===== config.mk =====
export PLATFORM = sky130hd
export DESIGN_NAME = pipeline_ctrl_flat
export DESIGN_NICKNAME = d
export VERILOG_FILES = /design/src/rtl/pipeline_ctrl_if.sv /design/src/rtl/pipeline_ctrl.sv /design/src/flat_wrapper.sv
export SDC_FILE = /design/constraint.sdc
export NUM_CORES = 1
export LEC_CHECK = 0
export CORE_AREA = 2 2 39 41
export DETAILED_ROUTE_END_ITERATION = 8
export DIE_AREA = 0 0 41 43
export PLACE_DENSITY = 0.78
export REMOVE_ABC_BUFFERS = 1
export SETUP_SLACK_MARGIN = 0.02
export SYNTH_ARGS = -nofsm -noshare
export SYNTH_HDL_FRONTEND = slang
export SYNTH_SLANG_ARGS = --single-unit
export TNS_END_PERCENT = 30

===== constraint.sdc =====
create_clock -name clk -period 7.85 [get_ports clk]
set_clock_uncertainty 0.1 [all_clocks]
set_input_delay 2.355 -clock clk [delete_from_list [all_inputs] [get_ports clk]]
set_output_delay 2.355 -clock clk [all_outputs]
set_load 0.1 [all_outputs]

===== src/rtl/pipeline_ctrl_if.sv =====
// pipeline_ctrl_if: handshake, drain/discard control and occupancy bundle of pipeline_ctrl
interface pipeline_ctrl_if #(
    parameter int NUM_STAGES = 4
);
    logic in_valid, in_ready, out_valid, out_ready, pipe_ce, drain_req, drain_done, discard;
    logic [$clog2(NUM_STAGES + 1)-1:0] occupancy;
    modport master(
        output in_valid, out_ready, drain_req, discard,
        input  in_ready, out_valid, pipe_ce, drain_done, occupancy
    );
    modport slave(
        input  in_valid, out_ready, drain_req, discard,
        output in_ready, out_valid, pipe_ce, drain_done, occupancy
    );
endinterface


===== src/rtl/pipeline_ctrl.sv =====
// pipeline_ctrl: valid-vector controller for a CE-gated register pipeline with drain, discard and occupancy
module pipeline_ctrl #(
    parameter int NUM_STAGES = 4
) (
    input logic clk,
    input logic rstn,
    pipeline_ctrl_if.slave bus
);
    localparam int OW = $clog2(NUM_STAGES + 1);
    typedef enum logic [1:0] {RUN, DRAIN, HALT} state_t;
    state_t state, state_next;
    logic [NUM_STAGES-1:0] v, v_next;
    logic [OW-1:0] occ;
    logic done, accept, shift_out;
    assign bus.pipe_ce = (~v[NUM_STAGES-1] | bus.out_ready) & rstn & ~bus.discard & (state != HALT);
    assign bus.in_ready = bus.pipe_ce & (state == RUN);
    assign bus.out_valid = v[NUM_STAGES-1];
    assign bus.occupancy = occ;
    assign bus.drain_done = done;
    assign accept = bus.in_valid & bus.in_ready;
    assign shift_out = bus.pipe_ce & v[NUM_STAGES-1];
    // bubbles shift along with valid items; nothing is ever collapsed
    assign v_next = bus.discard ? '0 : bus.pipe_ce ? (v << 1) | NUM_STAGES'(accept) : v;
    assign state_next = (state == RUN)   ? (bus.drain_req ? DRAIN : RUN)
                      : (state == DRAIN) ? ((v_next == '0) ? HALT : DRAIN)
                      : (bus.drain_req ? HALT : RUN);
    always_ff @(posedge clk) begin
        if (!rstn) begin
            v <= '0;
            occ <= '0;
            state <= RUN;
            done <= 1'b0;
        end else begin
            v <= v_next;
            occ <= bus.discard ? '0 : occ + OW'(accept) - OW'(shift_out);
            state <= state_next;
            done <= (state_next == HALT);
        end
    end
endmodule


===== src/flat_wrapper.sv =====
// flat-port wrapper written by rule: the top's interface ports become plain ports
module pipeline_ctrl_flat 
#(
    parameter int NUM_STAGES = 4
)
  (clk, rstn, bus_in_valid, bus_out_ready, bus_drain_req, bus_discard, bus_in_ready, bus_out_valid, bus_pipe_ce, bus_drain_done, bus_occupancy);
  pipeline_ctrl_if #(.NUM_STAGES(NUM_STAGES)) bus_i ();
  input logic clk;
  input logic rstn;
  input wire logic [$bits(bus_i.in_valid)-1:0] bus_in_valid;
  input wire logic [$bits(bus_i.out_ready)-1:0] bus_out_ready;
  input wire logic [$bits(bus_i.drain_req)-1:0] bus_drain_req;
  input wire logic [$bits(bus_i.discard)-1:0] bus_discard;
  output wire logic [$bits(bus_i.in_ready)-1:0] bus_in_ready;
  output wire logic [$bits(bus_i.out_valid)-1:0] bus_out_valid;
  output wire logic [$bits(bus_i.pipe_ce)-1:0] bus_pipe_ce;
  output wire logic [$bits(bus_i.drain_done)-1:0] bus_drain_done;
  output wire logic [$bits(bus_i.occupancy)-1:0] bus_occupancy;
  assign bus_i.in_valid = bus_in_valid;
  assign bus_i.out_ready = bus_out_ready;
  assign bus_i.drain_req = bus_drain_req;
  assign bus_i.discard = bus_discard;
  assign bus_in_ready = bus_i.in_ready;
  assign bus_out_valid = bus_i.out_valid;
  assign bus_pipe_ce = bus_i.pipe_ce;
  assign bus_drain_done = bus_i.drain_done;
  assign bus_occupancy = bus_i.occupancy;
  pipeline_ctrl #(.NUM_STAGES(NUM_STAGES)) u_core (.clk(clk), .rstn(rstn), .bus(bus_i));
endmodule

# [Word-level counts from Yosys, hierarchy flattened]
# Index checks and enable logic that the tools add are counted.
[totals] word_cells=30 output_inout_bits=7 ff_bits=10 inputBits=6
[classes] n_eq_ne=3 muxes=7 reduce_logical=3 n_bitwise=11 n_addsub=2
[ops] cell="two-way mux 2 bit" count=4
[ops] cell="two-way mux 4 bit" count=2
[ops] cell="bitwise AND 1 bit" count=6
[ops] cell="logical NOT 4 bit" count=1
[ops] cell="bitwise OR 4 x 1 -> 4 bit" count=1
[ops] cell="adder 3 x 1 -> 3 bit" count=1
[ops] cell="inverter 1 bit" count=3
[ops] cell="subtractor 3 x 1 -> 3 bit" count=1
[ops] cell="equality test 2 x 1 -> 1 bit, second input constant" count=1
[ops] cell="equality test 2 bit, second input constant" count=1
[ops] cell="logical NOT 2 bit" count=1
[ops] cell="!= test 2 bit, second input constant" count=1
[ops] cell="OR reduction 2 bit" count=1
[ops] cell="two-way mux 1 bit" count=1
[ops] cell="bitwise OR 1 bit" count=1

# [Depth between registers and ports, before layout]
# Gate-level depths: netlist (run 1).
[logic_depth] word_depth=15 ltp_mapped=10 ltp_nobuf=10

# [Worst setup path before layout (run 1)]
# No wires, ideal clock.
[synth_path] kind="input port to output port" startpoint="input port bus_discard" endpoint="output port bus_pipe_ce" setup_slack_ns=0.721 n_path_buf=0 arrival_ns=4.674 path_stages=2 required_ns=5.395 cell_sequence="nand2b_1 -> nor3_1"
[synth_between] elab_chain_len=3
[synth_lines] element="start, declared" line_no="flat_wrapper.sv:13" source="input wire logic [$bits(bus_i.discard)-1:0] bus_discard;"
[synth_lines] element="inverter 1 bit" line_no="pipeline_ctrl.sv:15" source="assign bus.pipe_ce = (~v[NUM_STAGES-1] | bus.out_ready) & rstn & ~bus.discard & (state != HALT);"
[synth_lines] element="bitwise AND 1 bit (2 in series)" line_no="pipeline_ctrl.sv:15"
[synth_lines] element="end, declared" line_no="flat_wrapper.sv:16" source="output wire logic [$bits(bus_i.pipe_ce)-1:0] bus_pipe_ce;"
# No other way between the ends.

# [Final worst setup path (run 1)]
[layout_path] startpoint="input port rstn" endpoint="output port bus_in_ready"
[layout_between] elab_chain_len=4
[layout_lines] element="start, declared" line_no="flat_wrapper.sv:9" source="input logic rstn;"
[layout_lines] element="bitwise AND 1 bit (3 in series)" line_no="pipeline_ctrl.sv:15"
[layout_lines] element="bitwise AND 1 bit" line_no="pipeline_ctrl.sv:16" source="assign bus.in_ready = bus.pipe_ce & (state == RUN);"
[layout_lines] element="end, declared" line_no="flat_wrapper.sv:14" source="output wire logic [$bits(bus_i.in_ready)-1:0] bus_in_ready;"
# No other way between the ends.

==> summary.md, run 1 <==
| Metric | Value |
|---|---|
| Final number of max-transition violations | `0` |
| Number of nets with antenna violations after detailed routing | `0` |
| Signed area change from the synthesized netlist to the final layout | `32.3%` |
| Overall die area | `0.00176 mm2` |
| Required arrival time at the worst endpoint | `5.39 ns` |
| Hold path cells | `2` |
| Main combinational cell family by area after synthesis | `simple AND/OR/NAND/NOR gates` |
| Number of distinct library cell variants in the gate-level netlist after synthesis | `21` |
| Sequential area share after synthesis | `37.7%` |
| Number of sinks handled by clock tree synthesis | `10` |
| Flop2flop setup slack | `5.36 ns` |
| Part of the cycle the worst path needs | `78.6%` |
| GR Overflow Total | `0` |
| Leakage power | `0.000269 uW` |
| Yosys warning total | `0` |
| DRC errors left | `0` |
| Buffering stage count on the worst path with inverters included | `2` |
| CTS tree | `built` |
| Post-route standard cell area excluding fillers | `702 um2` |
| Number of instances in the synthesized netlist | `61` |
| Nature of the critical path startpoint | `primary input` |
| Number of H-tree levels | `1` |
| Parity-gate share of the synthesized area counting xor and xnor cells | `3.30%` |
| Synthesized-area fraction occupied by and/or/nand/nor cells | `29.2%` |
| WL final | `1050 um` |
| Count of hold buffers inserted by post-cts repair | `0` |
| Core Area | `0.00138 mm2` |
| Status | `completed` |
| Post-CTS Setup Bufs | `0` |
| Post-synthesis cell area | `531 um2` |
| Synth Area in Adders | `8.49%` |
| Combined area of the multi-input logic cells | `312 um2` |
| Min-Delay Path Class | `reg -> reg` |
| End of the worst register-to-register path | `u_core.bus.occupancy[2]$_SDFF_PP0_` |
| Global routing usage on met2 | `23.1%` |
| R2r startpoint | `u_core.v[3]$_SDFF_PN0_` |
| RSZ-0062 raised after global routing | `false` |
| Top library cells by usage in the layout, fill and taps aside | `clkdlybuf4s50_1, dfxtp_1, nor2b_1, o21ai_0` |
| Hold violation total from the final report | `0` |
| Share of final-layout standard cells stronger than drive strength 1 | `9.09%` |
| Maximum Capacitance Violations | `0` |
| Maximum vdd ir drop | `0.113 mV` |
| Number of nets in the layout | `87` |
| Area used by sequential logic in the layout | `200 um2` |
| Share of synthesized area spent on multiplexers | `0%` |
| Max Buffers Root-to-Sink | `2` |
| Number of ports placed on the die boundary | `13` |
| M1 GR Usage | `17.8%` |
| Kind of cell adding the most delay to the critical path | `buffers and inverters` |
| Global-route layer with the greatest usage | `met2` |
| CTS-repair resized insts | `0` |
| Fill cell instance count of the final layout | `132` |
| Number of optimization iterations in the first detailed-route pass | `2` |
| End point of the worst hold path | `u_core.v[1]$_SDFF_PN0_` |
| Category of the most critical setup path | `in -> out` |
| Worst Reg-to-Reg Cells | `10` |
| Number of register bits inferred by synthesis | `10` |
| Hold path startpoint | `u_core.v[0]$_SDFF_PN0_` |
| Chip Width | `41 um` |
| Critical path capture point type | `primary output` |
| Slew @ Worst Pin | `0.961 ns` |
| Cell Chain, Critical Path | `clkdlybuf4s50_1 > nor4b_1 > and2_1 > buf_4` |
| Final weighted congestion of routability-driven global placement | `0.854` |
| First-pass GRT wire length | `1810 um` |
| # diodes | `0` |
| All-Layer GR Usage | `16.0%` |
| Standard-cell rows | `14` |
| Clock root cell | `clkbuf_4` |
| Placed wire-length estimate | `806 um` |
| Global-route met3 utilization | `4.71%` |
| Critical Path Slowest Stage Cell | `clkdlybuf4s50_1` |
| Port Buffers | `12` |
| Pin count of the biggest net entering global routing | `9` |
| Via count of the first global-routing pass | `446` |
| Number of DRC violations after detailed-routing iteration 0 | `14` |
| Power Dens Cells | `178 mW/mm2` |
| WL/cell | `11.2 um` |
| Worst-case headroom to the max-slew limit | `35.7%` |
| TNS Setup | `0 ns` |
| Synthesized-area fraction occupied by ao, oa, aoi and oai cells | `17.7%` |
| Largest stage delay on the critical path | `0.56 ns` |
| Clock network latency to the later pin of the worst-skew pair | `0.28 ns` |
| Clock-pin slew of the registers on the worst-case setup and hold paths | `0.07 ns` |
| Max Clk Rate | `162 MHz` |
| CP startpoint | `rstn` |
| Final min period | `6.17 ns` |
| Inserted Clock Buffers | `3` |
| Post-synthesis area per instance | `8.70 um2` |
| Total via count in the routed design | `469` |
| Max FO, Critical Path | `7` |
| Starting density of the core | `38.3%` |
| Arrival time of data at the critical path endpoint | `3.72 ns` |
| Antenna violations before repair | `0` |
| Via/cell ratio | `5.04` |
| Die Y | `43 um` |
| Setup Viol. Count Final | `0` |
| Dpl cell area | `666 um2` |
[layer usage]
layer  vias up  routed length, um  share of wire [%]
met1       210                452                 43
li1        243                  -                  -
met5         -                  0                  0
met2        11                494                 47
met3         5                 52                5.0
met4         0                 44                4.2
[worst register-to-register path: cells and delay by family (launching register included)]
kind / cells / cell delay (ns)
xor gates and xnor gates: 2 / 0.32
adders and majority gates: 3 / 0.85
buffers and inverters: 1 / 0.04
DFF: 1 / 0.46
and+or+nand+nor: 4 / 0.62
[flip-flops by register name, indices dropped and copies added (netlist names)]
| signal | cells |
|---|---|
| u_core.bus.drain_done | 1 |
| u_core.bus.occupancy | 3 |
| u_core.state | 2 |
| u_core.v | 4 |
[worst max path at each step]
stage                    to  cells past startpoint  slack [ns]
2_1_floorplan   bus_pipe_ce                      2        0.72
3_3_place_gp   bus_in_ready                      4        1.67
3_5_place_dp   bus_in_ready                      4        1.66
4_1_cts        bus_in_ready                      4        1.65
5_1_grt        bus_in_ready                      4        1.52
6_report       bus_in_ready                      4        1.68
[cell type report]
type / instances / share of cell area, %
multi-input combinational: 46 / 44.4
tap: 16 / 2.85
clock buffer: 4 / 5.17
sequential: 10 / 28.5
timing repair buffer: 12 / 16.4
inverter: 5 / 2.67
[per-stage QoR]
stage	hold WS, ns	instances	utilization (%)	worst slack, ns	total power (uW)
CTS	0.381	93	50.7	1.65	125
finish	0.382	93	50.7	1.68	125
global route	0.401	93	50.7	1.52	130
floorplan	0.348	61	-	0.721	70.4
global placement	0.369	89	48.1	1.67	76.9
detailed placement	0.371	89	48.1	1.66	77.3
[report_power, final]
group | switching, uW | internal [uW]
Combinational | 14.7 | 7.78
Sequential | 1.49 | 52.1
Clock | 20.5 | 28.3
[logic make-up after synthesis]
group	count (synthesis)
compound gates	15
xor+xnor	2
fa+ha+maj	3
buf+inv	5
flops	10
simple gates	26
[cells in the mapped netlist, drive strengths merged]
cell type	number	share of area (%)
nand2	2	1.4
nor2b	6	7.1
fa	1	3.8
and2	4	4.7
nor3	1	0.94
or3	1	1.2
nand3b	1	1.4
inv	5	3.5
ha	2	4.7
o21a	2	2.8
nand3	4	3.8
a2111oi	2	4.5
nor2	1	0.71
a21oi	5	4.7
nand2b	4	4.7
xnor2	2	3.3
o21ai	6	5.7
nor4b	1	1.7
and3b	1	1.7
dfxtp	10	38
Note: power is estimated with default switching activity, not from simulation.
==> run 2, diff against run 1 <==
==> constraint.sdc (replaced) <==
create_clock -name clk -period 5.7 [get_ports clk]
set_clock_uncertainty 0.1 [all_clocks]
set_input_delay 1.71 -clock clk [delete_from_list [all_inputs] [get_ports clk]]
set_output_delay 1.71 -clock clk [all_outputs]
set_load 0.1 [all_outputs]
==> run 2 against run 1 <==
  * Clock-buffer cell count stayed put
  * Global-route usage is 0.96 points lower
  * Die area stayed put
  * Flip-flop and latch count stayed put
  * Cell count stayed put
  * Worst hold slack better by 0.010 ns
  * First-iteration DRC count is 29% lower
  * Total power is 39% higher
  * Sequential share of layout area is 0.98 points lower
  * Highest routed layer unchanged
  * Routed wire length is 2.3% higher
  * Via count is 1.3% higher
  * Largest cell class unchanged
  * Utilization is 1.8 points higher
==> summary.md, run 2 (synthesis results as in run 1) <==
| Metric | Value |
|---|---|
| Status | `completed` |
| Inserted Clock Buffers | `3` |
| Via/cell ratio | `5.11` |
| Dpl cell area | `691 um2` |
| Net Sw Frac | `28.5%` |
| Placed wire-length estimate | `802 um` |
| Slew @ Worst Pin | `0.960 ns` |
| Category of the most critical setup path | `in -> out` |
| All-Layer GR Usage | `15.0%` |
| Final min period | `4.93 ns` |
| Via count of the first global-routing pass | `438` |
| Number of flip-flops in the largest register | `4` |
| Arrival time of data at the critical path endpoint | `3.12 ns` |
| Maximum Capacitance Violations | `0` |
| Number of DRC violations after detailed-routing iteration 0 | `10` |
| Cell Chain, Critical Path | `clkdlybuf4s50_1 > nand2b_1 > nor3_1 > buf_12` |
| Critical Path Slowest Stage Cell | `clkdlybuf4s50_1` |
| Post-route standard cell area excluding fillers | `727 um2` |
| Overall die area | `0.00176 mm2` |
| Clock-pin slew of the registers on the worst-case setup and hold paths | `0.07 ns` |
| Pin count of the biggest net entering global routing | `9` |
| DRC errors left | `0` |
| Post-CTS Setup Bufs | `0` |
| CTS tree | `built` |
| Reported net switching power | `49.4 uW` |
| GR Overflow Total | `0` |
| Setup Viol. Count Final | `0` |
| CTS-repair resized insts | `0` |
| Max FO, Critical Path | `7` |
| Nature of the critical path startpoint | `primary input` |
| Largest Register | `u_core.v` |
| Post-Place Setup Slack | `0.786 ns` |
| Number of sinks handled by clock tree synthesis | `10` |
| Clock root cell | `clkbuf_4` |
| Required arrival time at the worst endpoint | `3.89 ns` |
| Share of final-layout standard cells stronger than drive strength 1 | `9.09%` |
| Port Buffers | `12` |
| Largest stage delay on the critical path | `0.58 ns` |
| Die Y | `43 um` |
| DP Cell Count | `89` |
| Combinational share of power | `19.5%` |
| Fill cell instance count of the final layout | `137` |
| Number of cells in the finished layout apart from fillers | `93` |
| Top library cells by usage in the layout, fill and taps aside | `clkdlybuf4s50_1, dfxtp_1, nor2b_1, o21ai_0` |
| Part of the cycle the worst path needs | `86.5%` |
| Final number of max-transition violations | `0` |
| Core Area | `0.00138 mm2` |
| Starting density of the core | `38.3%` |
| Final weighted congestion of routability-driven global placement | `0.849` |
| RSZ-0062 raised after global routing | `false` |
| WL final | `1070 um` |
| Leakage power | `0.000276 uW` |
| Max Clk Rate | `203 MHz` |
| Number of optimization iterations in the first detailed-route pass | `4` |
| Standard-cell rows | `14` |
| Count of hold buffers inserted by post-cts repair | `0` |
| Hold violation total from the final report | `0` |
| Maximum vdd ir drop | `0.106 mV` |
| Signed area change from the synthesized netlist to the final layout | `37.0%` |
| Power Dens Cells | `238 mW/mm2` |
| WL/cell | `11.5 um` |
| Relative contribution of sequential cells to total power | `42.8%` |
| # diodes | `0` |
| First-pass GRT wire length | `1730 um` |
| Number of ports placed on the die boundary | `13` |
| Max Buffers Root-to-Sink | `2` |
| Clock network latency to the later pin of the worst-skew pair | `0.27 ns` |
| Min-Delay Path Class | `reg -> reg` |
| Internal Pwr Total | `124 uW` |
| Critical path capture point type | `primary output` |
| Power share of the clock group | `37.7%` |
| Number of nets in the layout | `87` |
| Chip Width | `41 um` |
| Antenna violations before repair | `0` |
| Number of nets with antenna violations after detailed routing | `0` |
| Worst-case headroom to the max-slew limit | `35.8%` |
| Slack of the critical path | `0.768 ns` |
| Number of H-tree levels | `1` |
| Power Total | `173 uW` |
| Total via count in the routed design | `475` |
==> run 2: path summary, 6_finish.rpt <==
path,startpoint,end,slack [ns],cells after the start
min,u_core.v[2]$_SDFF_PN0_,u_core.v[3]$_SDFF_PN0_,0.39,2
max,rstn,bus_pipe_ce,0.77,4
min reg2reg,u_core.v[2]$_SDFF_PN0_,u_core.v[3]$_SDFF_PN0_,0.39,2
max reg2reg,u_core.v[3]$_SDFF_PN0_,u_core.bus.occupancy[2]$_SDFF_PP0_,3.11,10
==> run 2: layer usage <==
| metal | track usage, % | vias to the layer above | wire [um] |
|---|---|---|---|
| li1 | - | 241 | - |
| met1 | 17.6 | 218 | 476 |
| met2 | 20.9 | 12 | 509 |
| met3 | 3.66 | 4 | 46 |
| met4 | 14.0 | 0 | 36 |
| met5 | 0 | - | 0 |
==> run 2: metrics by stage <==
stage / hold WS, ns / setup TNS, ns / util [%]
2_1_floorplan: 0.348 / -0.139 / -
3_3_place_gp: 0.365 / 0 / 49.9
3_5_place_dp: 0.377 / 0 / 49.9
4_1_cts: 0.392 / 0 / 52.5
5_1_grt: 0.407 / 0 / 52.5
6_report: 0.392 / 0 / 52.5
==> run 2: layout make-up <==
cell class | count | area [um2] | share of cell area (%)
clock buffer | 4 | 36.3 | 4.99
multi-input combinational | 46 | 312 | 42.9
sequential | 10 | 200 | 27.5
tap | 16 | 20.0 | 2.75
timing repair buffer | 12 | 140 | 19.3
inverter | 5 | 18.8 | 2.58
==> run 2: worst max-delay path, delay by kind of cell <==
kind | cells | cell delay (ns)
simple gates | 2 | 0.59
buf+inv | 2 | 0.81
==> run 2: power groups by stage <==
stage	Sequential [uW]	Clock (uW)	Combinational (uW)
floorplan	80.4	0	16.5
global placement	75.4	0	33.5
detailed placement	75.4	0	33.8
CTS	73.8	66.8	34.0
global route	74.1	69.3	36.1
finish	74.1	65.3	33.9
==> run 3, diff against run 2 <==
--- a/config.mk
+++ b/config.mk
@@ -9,6 +9,7 @@
 export DETAILED_ROUTE_END_ITERATION = 8
 export DIE_AREA = 0 0 41 43
 export PLACE_DENSITY = 0.78
+export RECOVER_POWER = 50
 export REMOVE_ABC_BUFFERS = 1
 export SETUP_SLACK_MARGIN = 0.02
 export SYNTH_ARGS = -nofsm -noshare
==> run 3 against run 2 <==
  * Routed wire length rose by 0.28%
  * Via count rose by 2.5%
  * Clock power barely moved
  * Non-clock buffer count did not move
  * Cell count did not move
  * First-iteration DRC count did not move
  * Sequential power barely moved
  * Flip-flop and latch count did not move
  * Largest cell class unchanged
  * Register-to-register slack improved by 0.02 ns
  * Global-route usage did not move
  * Die area did not move
==> summary.md, run 3 (synthesis results as in run 1) <==
| Metric | Value |
|---|---|
| Combined area of the multi-input logic cells | `305 um2` |
| DP Cell Count | `89` |
| Die Y | `43 um` |
| Antenna violations before repair | `0` |
| Number of nets in the layout | `87` |
| WL final | `1070 um` |
| Final weighted congestion of routability-driven global placement | `0.849` |
| RSZ-0062 raised after global routing | `false` |
| Via/cell ratio | `5.24` |
| Arrival time of data at the critical path endpoint | `3.20 ns` |
| Maximum Capacitance Violations | `0` |
| Max FO, Critical Path | `7` |
| Final number of max-transition violations | `0` |
| Core Area | `0.00138 mm2` |
| First-pass GRT wire length | `1730 um` |
| Top library cells by usage in the layout, fill and taps aside | `dfxtp_1, clkdlybuf4s50_1, nor2b_1, o21ai_0` |
| Area used by sequential logic in the layout | `200 um2` |
| Clock-pin slew of the registers on the worst-case setup and hold paths | `0.07 ns` |
| R2r startpoint | `u_core.v[3]$_SDFF_PN0_` |
| Setup Viol. Count Final | `0` |
| Fill cell instance count of the final layout | `136` |
| Port Buffers | `12` |
| Worst-case headroom to the max-slew limit | `35.3%` |
| Number of H-tree levels | `1` |
| Share of final-layout standard cells stronger than drive strength 1 | `7.79%` |
| Clock network latency to the later pin of the worst-skew pair | `0.27 ns` |
| DRC errors left | `0` |
| Max Buffers Root-to-Sink | `2` |
| End point of the worst hold path | `u_core.v[3]$_SDFF_PN0_` |
| Required arrival time at the worst endpoint | `3.89 ns` |
| Total via count in the routed design | `487` |
| Final min period | `5.01 ns` |
| Via count of the first global-routing pass | `438` |
| Number of nets with antenna violations after detailed routing | `0` |
| Slew @ Worst Pin | `0.968 ns` |
| Number of sinks handled by clock tree synthesis | `10` |
| Clock root cell | `clkbuf_4` |
| Standard-cell rows | `14` |
| Hold path cells | `2` |
| Critical Path Slowest Stage Cell | `dlygate4sd3_1` |
| Slack of the critical path | `0.694 ns` |
| Category of the most critical setup path | `in -> out` |
| Critical path capture point type | `primary output` |
| Kind of cell adding the most delay to the critical path | `buffers and inverters` |
| Pin count of the biggest net entering global routing | `9` |
| Signed area change from the synthesized netlist to the final layout | `35.8%` |
| Maximum vdd ir drop | `0.105 mV` |
| Dpl cell area | `691 um2` |
| Leakage power | `0.000278 uW` |
| Post-Place Setup Slack | `0.786 ns` |
| Hold slack | `0.392 ns` |
| # diodes | `0` |
| Power Total | `172 uW` |
| Number of optimization iterations in the first detailed-route pass | `4` |
| Count of hold buffers inserted by post-cts repair | `0` |
| Min-Delay Path Class | `reg -> reg` |
| CP startpoint | `rstn` |
| Worst Reg-to-Reg Cells | `10` |
| WL/cell | `11.5 um` |
| CTS tree | `built` |
| Hold violation total from the final report | `0` |
| Chip Width | `41 um` |
| Number of cells in the finished layout apart from fillers | `93` |
| Overall die area | `0.00176 mm2` |
| Number of ports placed on the die boundary | `13` |
| Largest Register | `u_core.v` |
| Nature of the critical path startpoint | `primary input` |
| GR Overflow Total | `0` |
| Max Clk Rate | `200 MHz` |
| All-Layer GR Usage | `15.0%` |
| Starting density of the core | `38.3%` |
| Buffering stage count on the worst path with inverters included | `2` |
| Power Dens Cells | `239 mW/mm2` |
| Hold path startpoint | `u_core.v[2]$_SDFF_PN0_` |
| Part of the cycle the worst path needs | `87.8%` |
| Critical Path Stages | `4` |
| End of the worst register-to-register path | `u_core.bus.occupancy[2]$_SDFF_PP0_` |
| Post-route standard cell area excluding fillers | `721 um2` |
| Most common cell after layout, fill and taps aside | `dfxtp_1` |
| Flop2flop setup slack | `3.13 ns` |
| Cell Chain, Critical Path | `dlygate4sd3_1 > nand2b_1 > nor3_1 > buf_12` |
| Placed wire-length estimate | `802 um` |
| Largest stage delay on the critical path | `0.65 ns` |
| Post-CTS Setup Bufs | `0` |
| Number of DRC violations after detailed-routing iteration 0 | `10` |
| CTS-repair resized insts | `0` |
| Inserted Clock Buffers | `3` |
| Status | `completed` |
| Number of flip-flops in the largest register | `4` |
-- run 3: cell count changes in the layout (fill, tap and decap cells not counted), sizes merged --
| cell | delta |
|---|---|
| clkdlybuf4s50 | -3 |
| dlygate4sd3 | +3 |
-- run 3: cell type report --
type	instances	share of cell area (%)
clock buffer	4	5.03
sequential	10	27.8
inverter	5	2.60
tap	16	2.78
multi-input combinational	46	42.4
timing repair buffer	12	19.4
-- run 3: worst max-delay path by stage --
stage                        to  slack [ns]
floorplan           bus_pipe_ce       -0.14
global placement    bus_pipe_ce        0.84
detailed placement  bus_pipe_ce        0.79
CTS                 bus_pipe_ce        0.79
global route        bus_pipe_ce        0.60
finish              bus_pipe_ce        0.69
-- run 3: routing by layer --
layer	track usage (%)	vias to the layer above	share of wire, %
met4	14.0	0	3.4
li1	-	243	-
met2	20.9	20	48
met3	3.66	4	5.3
met5	0	-	0
met1	17.6	220	43
-- run 3: worst min-delay path, stage by stage (launching register included) --
cell     delay [ns]
dfxtp_1        0.32
nand3_1        0.07
a21oi_1        0.06
-- run 3: where the power goes --
| group | switching, uW | internal (uW) |
|---|---|---|
| clock | 26.5 | 38.9 |
| sequential | 2.15 | 71.8 |
| combinational | 20.5 | 12.4 |
-- run 3: metrics by stage --
| step | TNS [ns] | util, % |
|---|---|---|
| 3_5_place_dp | 0 | 49.9 |
| 2_1_floorplan | -0.139 | - |
| 4_1_cts | 0 | 52.5 |
| 6_report | 0 | 52.1 |
| 5_1_grt | 0 | 52.1 |
| 3_3_place_gp | 0 | 49.9 |
